==> config.mk <==
export PLATFORM = sky130hd
export DESIGN_NAME = conv1d_tap_window
export DESIGN_NICKNAME = d
export VERILOG_FILES = /design/src/rtl/conv1d_tap_window.sv
export SDC_FILE = /design/constraint.sdc
export NUM_CORES = 1
export LEC_CHECK = 0
export CORE_ASPECT_RATIO = 1.5
export CORE_UTILIZATION = 47
export DETAILED_ROUTE_END_ITERATION = 8
export GPL_ROUTABILITY_DRIVEN = 0
export PLACE_DENSITY = 0.89
export SLEW_MARGIN = 15
export SYNTH_ARGS = -nofsm -noshare
export SYNTH_HDL_FRONTEND = slang
export SYNTH_SLANG_ARGS = --single-unit
==> constraint.sdc <==
create_clock -name clk -period 1.6 [get_ports clk]
set_input_delay 0.24 -clock clk [delete_from_list [all_inputs] [get_ports clk]]
set_output_delay 0.24 -clock clk [all_outputs]
set_load 0.02 [all_outputs]
==> src/rtl/conv1d_tap_window.sv <==
// conv1d_tap_window: 4-deep sliding sample window feeding the conv1d 4:1 tap
// mux. Each new full window is followed by a four-step tap sequence (sel 0..3)
// handed to the downstream serial MAC over a valid/ready handshake.
//
// Handshake semantics (both ports):
//   A transfer happens at a rising clk edge where valid and ready are both 1.
//   Upstream: in_ready is a pure function of state and never looks at in_valid.
//   Downstream: tap_valid, sel and the taps hold steady until a transfer.
module conv1d_tap_window #(
  parameter int N = 8
) (
  input  logic         clk,
  input  logic         rst_n,
  input  logic         clear,
  input  logic         in_valid,
  input  logic [N-1:0] in_data,
  output logic         in_ready,
  output logic [N-1:0] tap0,
  output logic [N-1:0] tap1,
  output logic [N-1:0] tap2,
  output logic [N-1:0] tap3,
  output logic [1:0]   sel,
  output logic         tap_valid,
  input  logic         tap_ready,
  output logic         tap_first,
  output logic         tap_last,
  output logic         window_full
);

  // Sequencer states. The state register is named 'state' so checkers can
  // bind to it directly.
  localparam logic [1:0] ST_FILL  = 2'd0;  // fewer than four samples held
  localparam logic [1:0] ST_READY = 2'd1;  // window full, waiting for a sample
  localparam logic [1:0] ST_SEQ   = 2'd2;  // stepping sel through 0..3

  logic [1:0] state;
  logic [2:0] count;
  logic       accept;
  logic       tap_hs;

  assign in_ready    = (state != ST_SEQ);
  assign accept      = in_valid && in_ready;
  assign tap_valid   = (state == ST_SEQ);
  assign tap_hs      = tap_valid && tap_ready;
  assign tap_first   = tap_valid && (sel == 2'd0);
  assign tap_last    = tap_valid && (sel == 2'd3);
  assign window_full = (count == 3'd4);

  // Sample shift register and saturating fill counter; clear wins over accept.
  always_ff @(posedge clk or negedge rst_n) begin
    if (!rst_n) begin
      tap0  <= '0;
      tap1  <= '0;
      tap2  <= '0;
      tap3  <= '0;
      count <= 3'd0;
    end else if (clear) begin
      tap0  <= '0;
      tap1  <= '0;
      tap2  <= '0;
      tap3  <= '0;
      count <= 3'd0;
    end else if (accept) begin
      tap3 <= tap2;
      tap2 <= tap1;
      tap1 <= tap0;
      tap0 <= in_data;
      if (count != 3'd4) begin
        count <= count + 3'd1;
      end
    end
  end

  // Sequencer: enter SEQ on the accept that completes (or refreshes) a full
  // window, step sel on each downstream transfer, leave after the sel==3 one.
  always_ff @(posedge clk or negedge rst_n) begin
    if (!rst_n) begin
      state <= ST_FILL;
      sel   <= 2'd0;
    end else if (clear) begin
      state <= ST_FILL;
      sel   <= 2'd0;
    end else begin
      case (state)
        ST_FILL: begin
          if (accept && (count == 3'd3)) begin
            state <= ST_SEQ;
            sel   <= 2'd0;
          end
        end
        ST_READY: begin
          if (accept) begin
            state <= ST_SEQ;
            sel   <= 2'd0;
          end
        end
        ST_SEQ: begin
          if (tap_hs) begin
            if (sel == 2'd3) begin
              state <= ST_READY;
              sel   <= 2'd0;
            end else begin
              sel <= sel + 2'd1;
            end
          end
        end
        default: begin
          state <= ST_FILL;
          sel   <= 2'd0;
        end
      endcase
    end
  end

endmodule

==> summary.txt <==
Setup path
  – Critical Path End Type: output pin
  – Crit path cell chain: clkdlybuf4s50_1
  – Worst R2R Setup Slack: 0.07 ns
  – Critical Path RT: 1.36 ns
  – Crit path max fanout: 3
  – CP arrival: 1.33 ns
  – CP peak stage delay: 0.62 ns
  – Crit Path Class: reg2out
  – Buffers & Inverters on Critical Path: 1
  – Worst path slowest cell: clkdlybuf4s50_1
  – CP top delay family: buffers and inverters
  – Startpoint types: flop

Detailed routing
  – Wirelength per Cell: 15.61 um
  – Final wirelength: 4606 um
  – Residual DRC: 0
  – Pre-Repair DR Iteration Count: 5
  – Via count: 1,732
  – Post-DRT Antenna Nets: 0
  – Initial DRC Count: 78
  – DR vias/cell: 5.871

Clocking
  – Cts bufs inserted: 5
  – Root Buffer Master: clkbuf_8
  – CTS tree: built
  – Clock Path Buffers: 2
  – Clock-pin slew on the worst setup and hold paths: 0.07 ns
  – Worst skew pair latency: 0.29 ns
  – H-tree levels: 2
  – CTS Sinks: 39

Placed design
  – IO Port Bufs: 51
  – Cells after DPL: 286
  – HPWL Detailed: 3106 um
  – Placed Area: 2421 um2

Cells and area
  – NumNets Final: 269
  – Area growth from synthesis to layout: 40.43%
  – Finished Layout Cells: 295
  – Multi-input logic area: 739.5 um2
  – Flip-flop and latch area: 975.9 um2
  – # fillers: 260
  – # diodes: 0
  – Cell area after layout: 2551 um2
  – Util after Layout: 69.28%
  – Share of cells above drive strength 1: 13.89%

Synth
  – Syn_area_per_cell: 9.317 um2
  – Syn_nets: 213
  – Synth warn: 0
  – Most used DFF post-synth: dfrtp_1
  – Mapped Cells: 195
  – Cell variety after synth: 25
  – Register bit total from synthesis: 39
  – Sequential element share of the synthesized area: 53.72%
  – Post-synth ARST share: 100.0%
  – Cell Area, Synth: 1817 um2
  – EDFF count, synth: 0

Die
  – Core area: 3682 um2
  – Die height: 78.15 um
  – Die area: 4123 um2
  – Rows: 27
  – Horiz. Die Dim: 52.77 um
  – Starting density of the core: 49.34%
  – I/O pin count: 52

Global routing
  – Grt ovf: 0
  – Antenna violations before repair: 0
  – All-Layer GR Usage: 24.78%
  – First-pass GRT wire length: 7500 um
  – Number of global-route vias before repair: 1,586
  – Largest net degree at the start of global routing: 36

Power and ir drop
  – Peak VDD IR: 715.4 uV
  – PD cells: 795.6 nW/um2
  – Final Power: 2.030 mW
  – Leak: 1.081 nW

Timing
  – Minimum hold slack: 0.3807 ns
  – Rel. slew slack: 76.21%
  – Minimum clock period: 1.566 ns
  – Part of the cycle the worst path needs: 97.90%
  – Tightest Pin Transition: 0.3569 ns
  – Setup violations, final: 0
  – Max Transition Viols Final: 0
  – FMAX: 638.4 MHz
  – Final hold viol count: 0
  – Final Skew: 0.007714 ns

Outcome
  – Status: complete, no violations

Worst hold path
  – HP Class: in2async

Run
  – Max_cap viols: 0
cells by family after synthesis:
family / after synthesis / synth area share (%)
AO/OA/AOI/OAI: 75 / 21.49
adder cells (fa/ha/maj): 5 / 3.444
buffers and inverters: 27 / 6.818
flip-flops: 39 / 53.72
multiplexers: 1 / 0.6198
AND/OR/NAND/NOR: 48 / 13.91
cell type report:
| type | instances | share of cell area, % |
|---|---|---|
| multi-input cells | 129 | 28.98 |
| repair buffers | 69 | 25.60 |
| inverters | 7 | 1.128 |
| well taps | 43 | 2.109 |
| clock buffers | 8 | 3.923 |
| flip-flops and latches | 39 | 38.25 |
cells in the mapped netlist (4+ instances only):
cell,instances,share of area (%)
dfrtp_1,39,54
a21oi_1,34,9.4
nand3_1,32,8.8
o21ai_0,28,7.7
buf_2,7,1.9
clkbuf_1,7,1.4
o21ai_1,7,1.9
inv_1,6,1.2
ha_1,5,3.4
nor2_1,5,1.0
o31ai_1,4,1.7
timing repair:
action | CTS | global route
hold buffers | 1 | 0
resized for setup | 13 | 7
gates cloned | 0 | 0
setup endpoints to repair | 5 | 5
buffers inserted | 0 | 0
pin swaps | 0 | 3
hold endpoints to repair | 14 | 0
stage by stage:
stage | TNS (ns) | worst slack (ns)
after floorplan | 0 | 0.1606
after global placement | 0 | 0.002073
after detailed placement | -0.1092 | -0.05048
after CTS | 0 | 0.002822
after global routing | -0.006116 | -0.006116
final | 0 | 0.03361
flip-flops by register name, summed over array words and instances (netlist names):
name and count:
count 3, tap1 8, tap2 8, state 2, tap3 8, sel 2, tap0 8
worst paths after layout:
check	from	cells after the start	endpoint
min in group clk	in_data[4]	3	tap0[4]
max in group asynchronous	rst_n	3	tap1[2]
worst min-delay path	rst_n	2	tap3[1]
worst max-delay path	tap2[7]	1	tap2[7]
worst max register to register	count[0]	5	count[2]
worst min register to register	tap3[3]	2	tap3[3]
routing by layer:
layer | up-vias | GRT usage, % | routed length [um]
li1 | 802 | - | -
met1 | 832 | 31.49 | 1765
met2 | 84 | 39.37 | 2435
met3 | 14 | 5.039 | 275
met4 | 0 | 11.84 | 129
met5 | - | 0 | 0
placed cells by master, fill, tap and decap left out:
cell	n
clkbuf_1	1
or3_4	1
nand2_1	1
clkdlybuf4s15_2	2
nor3b_1	1
nor3_1	1
dlygate4sd2_1	2
nand4b_1	3
dfrtp_1	39
ha_2	1
a2bb2oi_1	1
nand3_1	32
a21oi_1	33
buf_4	16
dlygate4sd3_1	1
buf_2	2
mux2_2	1
inv_4	1
buf_12	1
nand2b_4	1
o31ai_1	4
nor2_1	5
o21ai_2	1
and2_1	3
ha_1	4
clkdlybuf4s50_1	44
inv_1	6
a31oi_1	1
clkbuf_8	7
a21oi_2	1
o21ai_0	26
dlymetal6s2s_1	1
o21ai_1	8
report_power, final:
group          total, mW  leakage [nW]  internal (mW)  switching (mW)
logic              0.273         0.494          0.122           0.152
clock network      0.722        0.0515          0.393           0.329
registers           1.03         0.536           1.01          0.0211
total               2.03          1.08           1.53           0.502
Note: power is estimated with default switching activity, not from simulation.
